## config.mk

```make
export PLATFORM = sky130hd
export DESIGN_NAME = pipeline_stall_ctrl
export DESIGN_NICKNAME = d
export VERILOG_FILES = /design/src/rtl/stall_pkg.sv /design/src/rtl/warmup_counter.sv /design/src/rtl/pipeline_stall_ctrl.sv
export SDC_FILE = /design/constraint.sdc
export NUM_CORES = 1
export LEC_CHECK = 0
export ABC_AREA = 1
export CAP_MARGIN = 20
export CORE_AREA = 2 2 39 41
export CTS_CLUSTER_SIZE = 28
export DETAILED_ROUTE_END_ITERATION = 6
export DIE_AREA = 0 0 41 43
export GPL_TIMING_DRIVEN = 0
export MAX_ROUTING_LAYER = met4
export PLACE_DENSITY = 0.5
export SETUP_SLACK_MARGIN = 0.15
export SYNTH_ARGS = -nofsm -noshare
export SYNTH_HDL_FRONTEND = slang
export SYNTH_SLANG_ARGS = --single-unit
```

## constraint.sdc

```tcl
create_clock -name clk -period 3.25 [get_ports clk]
set_clock_uncertainty 0.2 [all_clocks]
set_input_delay 0.65 -clock clk [delete_from_list [all_inputs] [get_ports clk]]
set_output_delay 0.65 -clock clk [all_outputs]
set_load 0.05 [all_outputs]
```

## src/rtl/stall_pkg.sv

```systemverilog
// stall_pkg: state encoding and counter-width helper shared by the pipeline stall controller.
package stall_pkg;
    typedef enum logic [1:0] {WARMUP, RUN, STALL, FORCE} state_e;
    // Width needed to hold 0..n, never narrower than one bit.
    function automatic int cnt_w(input int n);
        return (n < 1) ? 1 : $clog2(n + 1);
    endfunction
endpackage

```

## src/rtl/warmup_counter.sv

```systemverilog
// warmup_counter: loadable down-counter that saturates at zero; last flags the final counted cycle.
module warmup_counter #(
    parameter int W = 1,
    parameter logic [W-1:0] INIT = '0
) (
    input  logic         clk,
    input  logic         reset,
    input  logic         load,
    input  logic [W-1:0] load_val,
    input  logic         dec,
    output logic         last
);
    logic [W-1:0] cnt_q, cnt_d;
    always_comb cnt_d = load ? load_val : (dec && cnt_q != '0) ? cnt_q - 1'b1 : cnt_q;
    always_ff @(posedge clk or posedge reset)
        if (reset) cnt_q <= INIT;
        else cnt_q <= cnt_d;
    assign last = cnt_q == W'(1);
endmodule

```

## src/rtl/pipeline_stall_ctrl.sv

```systemverilog
// pipeline_stall_ctrl: PC / IF-ID enable control with warm-up window, stall merge and flush priority.
// Define STALL_WATCHDOG_EN to add the forced-release watchdog and sticky stall_timeout flag.
module pipeline_stall_ctrl
    import stall_pkg::*;
#(
    parameter int WARMUP_CYCLES = 1,
    parameter int NUM_REQ = 2,
    parameter int MAX_STALL = 15
) (
    input  logic               clk,
    input  logic               reset,
    input  logic               pc_en_in,
    input  logic [NUM_REQ-1:0] stall_req,
    input  logic               flush,
    output logic               pc_en,
    output logic               ifid_en,
    output logic               ifid_flush,
    output logic               ctrl_valid,
    output logic               stall_active,
    output logic               stall_timeout
);
    localparam int WW = cnt_w(WARMUP_CYCLES);
    localparam state_e RST_STATE = (WARMUP_CYCLES == 0) ? RUN : WARMUP;

    if (NUM_REQ < 1 || MAX_STALL < 2) begin : g_bad_params
        $error("pipeline_stall_ctrl: NUM_REQ must be >= 1 and MAX_STALL >= 2");
    end

    state_e state_q, state_d;
    logic   warm, warm_last, stall_eff, go, wd_fire;

    warmup_counter #(.W(WW), .INIT(WW'(WARMUP_CYCLES))) u_warm (
        .clk     (clk),
        .reset   (reset),
        .load    (1'b0),
        .load_val('0),
        .dec     (warm),
        .last    (warm_last)
    );

    // FORCE masks the stall for one cycle so the pipeline advances once.
    always_comb begin
        warm         = state_q == WARMUP;
        stall_eff    = |stall_req && state_q != FORCE;
        go           = |stall_req && !flush;
        stall_active = !warm && !flush && stall_eff;
        pc_en        = warm || flush || (!stall_eff && pc_en_in);
        ifid_en      = !stall_active;
        ifid_flush   = !warm && flush;
        ctrl_valid   = !warm;
        state_d      = warm ? (warm_last ? RUN : WARMUP) : !go ? RUN : wd_fire ? FORCE : STALL;
    end

    always_ff @(posedge clk or posedge reset)
        if (reset) state_q <= RST_STATE;
        else state_q <= state_d;

`ifdef STALL_WATCHDOG_EN
    localparam int SW = cnt_w(MAX_STALL);
    logic [SW-1:0] stall_cnt_q, stall_cnt_d;
    logic          timeout_q, timeout_d;
    always_comb begin
        wd_fire     = state_q == STALL && stall_cnt_q == SW'(MAX_STALL - 1);
        stall_cnt_d = stall_active ? stall_cnt_q + 1'b1 : '0;
        timeout_d   = timeout_q || state_d == FORCE;
    end
    always_ff @(posedge clk or posedge reset)
        if (reset) begin
            stall_cnt_q <= '0;
            timeout_q   <= 1'b0;
        end else begin
            stall_cnt_q <= stall_cnt_d;
            timeout_q   <= timeout_d;
        end
    assign stall_timeout = timeout_q;
`else
    assign wd_fire       = 1'b0;
    assign stall_timeout = 1'b0;
`endif
endmodule

```

### After elaboration in Yosys (flattened, before gate mapping)

Cells that the tools add are included.

* input bits: 6
* output and inout port bits: 6
* word-level logic and storage cells: 22
* bits in registers: 3

* add/subtract/negate cells: 1
* reductions and logical operators: 15
* muxes and demuxes: 3
* equality and inequality tests: 1

Operators by type and width (count)
* logical AND 1 bit: 7
* zero test 1 bit: 4
* 2-to-1 mux 2 bit: 2
* zero test 2 bit: 1
* logical OR 1 bit: 2
* != test 2 bit (second input constant): 1
* OR reduction 2 bit: 1
* 2-to-1 mux 1 bit: 1
* subtractor 1 bit (second input constant): 1

### Logic depth before layout (Yosys ltp)

Gate-level depths: netlist of the first run.

* depth after elaboration: 5
* depth in mapped cells: 4
* depth with buffers taken out: 4

### By module

From an unflattened synthesis of the first run, not the netlist that was laid out.

* cell total of the unflattened synthesis: 30
* area total of the unflattened synthesis: 203.9 um2

By module, submodules not included
* pipeline_stall_ctrl: cells an instance 23, instances 1, area each 153.9 um2
* warmup_counter: cells an instance 7, instances 1, area each 50.0 um2

### Worst setup path before layout of the first run

OpenSTA, ideal clock, no wires.

* path type: in2out
* start point: input port flush
* end point: output port stall_active
* data required time: 2.400 ns
* data arrival time: 1.431 ns
* path buffers: 0
* cell stages on the path: 3
* path slack: 0.969 ns
* cells stage by stage: nor2_4 > inv_1 > nor2_1

* word-level cells in the longest chain between the ends: 3

Ends and longest elaborated chain
* from (decl): RTL line pipeline_stall_ctrl.sv:14 `input logic flush,`
* zero test 1 bit: RTL line pipeline_stall_ctrl.sv:46 `stall_active = !warm && !flush && stall_eff;`
* logical AND 1 bit (2 in series): RTL line pipeline_stall_ctrl.sv:46
* to (decl): RTL line pipeline_stall_ctrl.sv:19 `output logic stall_active,`

Every way passes these cells.

### Final worst setup path of the first run

* start point: input port stall_req[1]
* end point: output port pc_en

* word-level cells in the longest chain between the ends: 5

Ends and longest elaborated chain
* from (decl): RTL line pipeline_stall_ctrl.sv:13 `input logic [NUM_REQ-1:0] stall_req,`
* OR reduction 2 bit: RTL line pipeline_stall_ctrl.sv:44 `stall_eff = |stall_req && state_q != FORCE;`
* logical AND 1 bit: RTL line pipeline_stall_ctrl.sv:44
* zero test 1 bit: RTL line pipeline_stall_ctrl.sv:47 `pc_en = warm || flush || (!stall_eff && pc_en_in);`
* logical AND 1 bit: RTL line pipeline_stall_ctrl.sv:47
* logical OR 1 bit: RTL line pipeline_stall_ctrl.sv:47
* to (decl): RTL line pipeline_stall_ctrl.sv:15 `output logic pc_en,`

Every way passes these cells.

==> flow_summary_export.csv, run 1 <==
group,metric,value,unit
outcome,status,"finished, final reports clean",
setup_path,critical_path_class,"in -> out",
sta,period_share,92.9,%
die,coreArea,1380,sq um
finish,final_cell_count_no_fill,56,
cts,clock_latency,230,ps
finish,nNetsFinal,47,
finish,fillers,153,
yosys,syn-instance-count,26,
drt,drt_pre_antenna_iters,4,
placement,port_buffers,10,
sta,finalSetupTns,0,ps
run,drv_cap,0,
sta,setup_viol,0,
placement,gp_congestion,0.578,
sta,slew_headroom,66.0,%
placement,dp.cells,52,
cts,h-tree-depth,1,
drt,postRouteAntennaNets,0,
yosys,synthesis.area,191,sq um
drt,drc_errors,0,
global_routing,grt_max_degree,7,
sta,period_needed,3020,ps
power_and_ir_drop,p_leak,0.151,nW
global_routing,grt.overflow.total,0,
cts,path_clk_slew,30,ps
finish,final_cell_mix,"clkdlybuf4s50_1, nand2_1, inv_1, nor2_1, clkbuf_4",
finish,layout-drive-gt1-share,22.5,%
drt,avgViaCountPerCell,3.27,
finish,syn_to_final_growth,77.8,%
die,fp.dieArea,1760,sq um
global_routing,grt_antenna_before_repair,0,
finish,final_common_cell,"clkdlybuf4s50_1",
sta,slew_violations,0,
die,die_w,41,um
setup_path,cp-end-kind,"primary output",
cts,cts_tree,"built",
sta,rsz0062_at_grt,"no",
cts,cts_hold_buf,0,
drt,drt_wl_total,399,um
yosys,syn_nets,32,
drt,wl_per_cell,7.13,um
die,num_rows,14,
yosys,ys_types,13,
global_routing,grt_pass1_wl,655,um
drt,vias,183,
cts,postCtsSetupRepairBufs,0,
sta,fmax,331,MHz
power_and_ir_drop,power.density,540,nW/um^2
yosys,ys_seq_area_share,39.9,%
worst_hold_path,hold_path.class,"reg -> reg",
yosys,ys_seq_elements,3,
power_and_ir_drop,ir_drop,0.000231,V
setup_path,required,2400,ps
yosys,avgSynthCellArea,7.36,sq um
setup_path,start_kind,"input port",
setup_path,arrival,2170,ps
global_routing,grt_use_total,6.29,%
cts,cts_buffer_depth,2,
sta,tightest_slew,509,ps
cts,numCtsBuffers,3,
yosys,yosys_warnings,0,
drt,drt_iter0_markers,2,
die,top_level_ports,12,
die,die_y,43,um
sta,finalHoldViolCount,0,
setup_path,critPathMaxFanout,3,
finish,antenna_cells,0,
global_routing,grt_pass1_vias,157,
die,initial_core_util,13.8,%
cts,cts_root_buf,"clkbuf_4",
cts,clock_sinks,3,
metal layers:
metal	track usage, %	share of wire, %	vias up
li1	-	-	103
met2	6.88	41	9
met3	4.71	12	0
met1	6.80	46	71
met4	6.00	0	0
met5	-	0	-
power breakdown:
group	switching [mW]	internal, mW
sequential	0.00298	0.0406
combinational	0.0486	0.0259
clock	0.0197	0.0460
final cells by class:
cell class / instances / area (sq um) / share of cell area, %
plain buffers: 1 / 7.51 / 2.21
clock buffers: 4 / 26.3 / 7.72
inverters: 5 / 18.8 / 5.51
multi-input cells: 17 / 88.8 / 26.1
flip-flops and latches: 3 / 76.3 / 22.4
well taps: 16 / 20.0 / 5.88
repair buffers: 10 / 103 / 30.1
worst paths after layout:
path | slack (ps) | to | start | cells past startpoint
hold / removal | 240 | u_warm.last | u_warm.last | 2
hold reg to reg | 240 | u_warm.last | u_warm.last | 2
max in group asynchronous | 2250 | u_warm.last | reset | 2
min in group asynchronous | 380 | state_q[0] | reset | 2
setup reg to reg | 2170 | state_q[0] | state_q[0] | 4
setup / recovery | 230 | pc_en | stall_req[1] | 5
cell usage after synthesis:
cell type / count / area, sq um
buf_4: 1 / 7.51
conb_1: 1 / 3.75
dfrtp_1: 2 / 50.1
dfstp_2: 1 / 26.3
inv_1: 4 / 15.0
inv_2: 1 / 3.75
nand2_1: 6 / 22.5
nand3_1: 1 / 5.00
nor2_1: 4 / 15.0
nor2_4: 2 / 22.5
o21ai_0: 1 / 5.00
o21ai_2: 1 / 8.76
or2_1: 1 / 6.26
metrics by stage:
| step | power, mW | hold slack (ps) | setup slack, ps | util [%] | cell area, sq um |
|---|---|---|---|---|---|
| finish | 0.184 | 238 | 231 | 24.6 | 340 |
| global placement | 0.119 | 233 | 178 | 22.5 | 312 |
| detailed placement | 0.119 | 233 | 189 | 22.5 | 312 |
| global route | 0.196 | 259 | 153 | 24.6 | 340 |
| floorplan | 0.0942 | 203 | 969 | - | 191 |
| CTS | 0.188 | 239 | 185 | 24.4 | 338 |
cells by family after synthesis:
kind of cell | synth area share, %
flops | 39.9
other cells | 1.96
buf+inv | 13.7
simple gates | 37.3
compound gates | 7.19
state kept, by name, summed over array words and instances, names as in the netlist:
name,count
state_q,2
u_warm.last,1
worst max-delay path, stage by stage:
cell and delay [ps]:
clkdlybuf4s50_1 450, o21ai_2 170, nand2_1 60, nand2_1 50
clkdlybuf4s50_1 790
what timing repair did:
action,4_1_cts,5_1_grt
gates resized for setup,0,1
endpoints found under the setup margin,0,1
hold endpoints to repair,0,0
Note: power is estimated with default switching activity, not from simulation.
==> run 2: changes to the inputs <==
Settings changed: REMOVE_ABC_BUFFERS set to 1, SKIP_LAST_GASP set to 1.
==> run 2 against run 1 <==
  * Sequential share of layout area up 0.33 points
  * Combinational power down 2%
  * Setup slack worse by 1.4 ps
  * Non-clock buffer count down 1
  * Sequential cell count unchanged
  * Register-to-register slack about the same
  * Maximum frequency about the same
  * Global-route usage down 0.41 points
  * Via count down 2.2%
  * Sequential power about the same
  * Largest power group unchanged
==> flow_summary_export.csv, run 2 (synthesis results as in run 1) <==
group,metric,value,unit
outcome,status,"finished, final reports clean",
sta,setup_viol,0,
power_and_ir_drop,p_leak,0.163,nW
global_routing,grt_max_degree,7,
global_routing,grt_pass1_wl,627,um
finish,largest_reg_flops,2,
sta,period_share,92.9,%
finish,layout-drive-gt1-share,20.5,%
die,num_rows,14,
run,drv_cap,0,
power_and_ir_drop,power,0.181,mW
setup_path,critPathMaxFanout,3,
setup_path,critical_path_class,"in -> out",
global_routing,grt_antenna_before_repair,0,
sta,fmax,331,MHz
global_routing,grt_pass1_vias,158,
drt,drc_errors,0,
drt,vias,179,
finish,syn_to_final_growth,75.2,%
drt,drt_wl_total,355,um
setup_path,start_kind,"input port",
placement,gp_congestion,0.577,
cts,cts_tree,"built",
placement,port_buffers,10,
cts,h-tree-depth,1,
sta,tightest_slew,502,ps
cts,cts_buffer_depth,2,
power_and_ir_drop,power.density,539,nW/um^2
finish,nNetsFinal,46,
cts,cts_root_buf,"clkbuf_4",
cts,numCtsBuffers,3,
cts,path_clk_slew,40,ps
die,die_w,41,um
power_and_ir_drop,ir_drop,0.000157,V
global_routing,grt.overflow.total,0,
worst_hold_path,hold_path.class,"reg -> reg",
drt,drt_pre_antenna_iters,2,
setup_path,required,2400,ps
global_routing,grt_use_total,5.88,%
finish,final_cell_mix,"clkdlybuf4s50_1, nand2_1, inv_1, nor2_1, clkbuf_4",
finish,final_common_cell,"clkdlybuf4s50_1",
finish,regMostFlops,"state_q",
placement,dp.cells,51,
sta,slew_headroom,66.5,%
sta,slew_violations,0,
die,coreArea,1380,sq um
cts,cts_hold_buf,0,
cts,postCtsResizedCells,0,
die,fp.dieArea,1760,sq um
cts,clock_latency,230,ps
die,top_level_ports,12,
drt,avgViaCountPerCell,3.25,
die,die_y,43,um
finish,antenna_cells,0,
sta,whs,236,ps
drt,wl_per_cell,6.45,um
finish,final_cell_count_no_fill,55,
sta,finalSetupTns,0,ps
sta,finalHoldViolCount,0,
drt,drt_iter0_markers,3,
sta,rsz0062_at_grt,"no",
setup_path,cp-end-kind,"primary output",
cts,clock_sinks,3,
sta,period_needed,3020,ps
finish,final_util,24.2,%
setup_path,arrival,2170,ps
cts,postCtsSetupRepairBufs,0,
drt,postRouteAntennaNets,0,
die,initial_core_util,13.8,%
run 2: changes by cell type in the layout (fill, tap and decap cells not counted), sizes merged:
cell / previous run / this run
buf: 1 / 0
dlymetal6s2s: 1 / 2
clkdlybuf4s50: 9 / 8
run 2: worst max-delay path, stage by stage:
cell and delay [ps]:
clkdlybuf4s50_1 450, o21ai_2 170, nand2_1 60, nand2_1 50, clkdlybuf4s50_1 790
run 2: final cells by class:
class | count | area [sq um]
Clock buffer | 4 | 26.3
Fill cell | 160 | 1050
Inverter | 5 | 18.8
Multi-Input combinational cell | 17 | 88.8
Sequential cell | 3 | 76.3
Tap cell | 16 | 20.0
Timing Repair Buffer | 10 | 105
run 2: worst paths after layout:
check                              from     endpoint  slack (ps)  cells past startpoint
hold / removal              u_warm.last  u_warm.last         240                      2
setup reg to reg             state_q[0]   state_q[0]        2170                      4
max in group asynchronous         reset  u_warm.last        2250                      2
setup / recovery           stall_req[1]        pc_en         230                      5
hold reg to reg             u_warm.last  u_warm.last         240                      2
min in group asynchronous         reset   state_q[1]         390                      2
run 2: metal layers:
layer / GRT usage, % / up-vias / wire length [um]
met3: 4.71 / 0 / 34
met5: - / - / 0
met1: 7.44 / 70 / 157
met2: 5.94 / 7 / 164
li1: - / 102 / -
met4: 4.00 / 0 / 0
run 2: stage by stage:
step | worst slack, ps | cell area (sq um)
5_1_grt | 164 | 335
4_1_cts | 168 | 330
6_report | 229 | 335
3_5_place_dp | 170 | 304
3_3_place_gp | 180 | 304
2_1_floorplan | 969 | 184
run 2: report_power, final:
group | internal, mW | switching, mW | total [mW] | leakage, nW
logic | 0.0249 | 0.0483 | 0.0732 | 0.111
registers | 0.0406 | 0.00294 | 0.0436 | 0.0373
clock network | 0.0459 | 0.0181 | 0.0641 | 0.0150
total | 0.111 | 0.0694 | 0.181 | 0.163
==> run 3: changes to the inputs <==
Settings changed: PLACE_DENSITY 0.5 to 0.34.
==> run 3 against run 2 <==
  * Die area is the same
  * Critical path depth shrank 1
  * Clock power grew 1%
  * Sequential power is essentially flat
  * Utilization grew 0.18 points
  * Cell count is the same
  * Routed wire length grew 36%
  * Maximum frequency grew 0.74%
  * Via count grew 6.7%
  * Power grew 0.82%
  * Sequential cell count is the same
  * Register-to-register slack is essentially flat
==> flow_summary_export.csv, run 3 (synthesis results as in run 1) <==
group,metric,value,unit
sta,fmax,334,MHz
die,num_rows,14,
sta,finalHoldViolCount,0,
setup_path,start_kind,"input port",
finish,layout-drive-gt1-share,20.5,%
die,top_level_ports,12,
drt,postRouteAntennaNets,0,
sta,tightest_slew,510,ps
placement,gp_congestion,0.572,
sta,slew_headroom,66.0,%
power_and_ir_drop,power.density,540,nW/um^2
finish,fillers,156,
global_routing,grt_pass1_vias,182,
setup_path,required,2400,ps
worst_hold_path,hold_path.class,"reg -> reg",
finish,largest_reg_flops,2,
finish,final_util,24.4,%
cts,h-tree-depth,1,
die,initial_core_util,13.8,%
sta,rsz0062_at_grt,"no",
setup_path,arrival,2150,ps
setup_path,critPathMaxFanout,2,
finish,final_cell_mix,"clkdlybuf4s50_1, nand2_1, inv_1, nor2_1",
cts,path_clk_slew,40,ps
global_routing,grt.overflow.total,0,
cts,cts_buffer_depth,2,
finish,regMostFlops,"state_q",
sta,period_share,92.3,%
global_routing,grt_max_degree,7,
die,coreArea,1380,sq um
cts,postCtsResizedCells,0,
drt,drt_wl_total,482,um
drt,drt_pre_antenna_iters,3,
finish,nNetsFinal,46,
power_and_ir_drop,p_leak,0.165,nW
cts,clock_latency,230,ps
drt,drc_errors,0,
drt,wl_per_cell,8.76,um
sta,setup_viol,0,
placement,port_buffers,10,
finish,final_common_cell,"clkdlybuf4s50_1",
die,die_w,41,um
drt,vias,191,
cts,cts_tree,"built",
setup_path,critical_path_class,"in -> out",
global_routing,grt_antenna_before_repair,0,
run,drv_cap,0,
finish,antenna_cells,0,
cts,cts_root_buf,"clkbuf_4",
die,fp.dieArea,1760,sq um
placement,place_area,304,sq um
outcome,status,"finished, final reports clean",
cts,cts_hold_buf,0,
sta,finalSetupTns,0,ps
finish,stdcell_area,338,sq um
drt,avgViaCountPerCell,3.47,
setup_path,cp-end-kind,"primary output",
finish,syn_to_final_growth,76.5,%
cts,clock_sinks,3,
sta,slew_violations,0,
global_routing,grt_use_total,6.89,%
global_routing,grt_pass1_wl,717,um
die,die_y,43,um
cts,postCtsSetupRepairBufs,0,
sta,period_needed,3000,ps
power_and_ir_drop,ir_drop,0.000189,V
drt,drt_iter0_markers,4,
cts,numCtsBuffers,3,
placement,hpwlAfterDp,367,um
power_and_ir_drop,power,0.182,mW
==> run 3: changes by cell type in the layout (fill, tap and decap cells not counted), sizes merged <==
cell,change
clkdlybuf4s50,-1
dlymetal6s2s,+1
==> run 3: power breakdown <==
part           leakage (nW)  switching [mW]  total [mW]  internal (mW)
Clock                0.0150          0.0190      0.0650         0.0460
Sequential           0.0373         0.00303      0.0436         0.0406
Combinational         0.113          0.0490      0.0737         0.0248
==> run 3: path summary, 6_finish.rpt <==
path	from	to	slack (ps)	cells after the start
setup / recovery	flush	ifid_flush	250	4
min in group asynchronous	reset	state_q[0]	390	2
hold reg to reg	u_warm.last	u_warm.last	240	2
max in group asynchronous	reset	u_warm.last	2250	2
hold / removal	u_warm.last	u_warm.last	240	2
setup reg to reg	state_q[0]	state_q[0]	2170	4
==> run 3: layer usage <==
layer	GRT usage, %	vias to the layer above	wire length (um)
met5	-	-	0
li1	-	98	-
met2	8.75	11	199
met1	6.43	80	209
met3	3.66	2	64
met4	8.00	0	9
==> run 3: cell type report <==
cell class                      count  area [sq um]  share of cell area [%]
Clock buffer                        4          26.3                    7.78
Inverter                            5          18.8                    5.56
Multi-Input combinational cell     17          88.8                    26.3
Sequential cell                     3          76.3                    22.6
Tap cell                           16          20.0                    5.93
Timing Repair Buffer               10           108                    31.9
==> run 3: per-stage QoR <==
stage	hold slack (ps)	setup WS (ps)	std cells
detailed placement	237	174	51
global route	253	186	55
finish	242	252	55
global placement	230	183	51
CTS	244	172	55
floorplan	203	969	25
==> run 3: worst max-delay path, stage by stage <==
cell and delay, ps:
clkdlybuf4s50_1 520, inv_1 70, nor2_1 100, clkdlybuf4s50_1 800
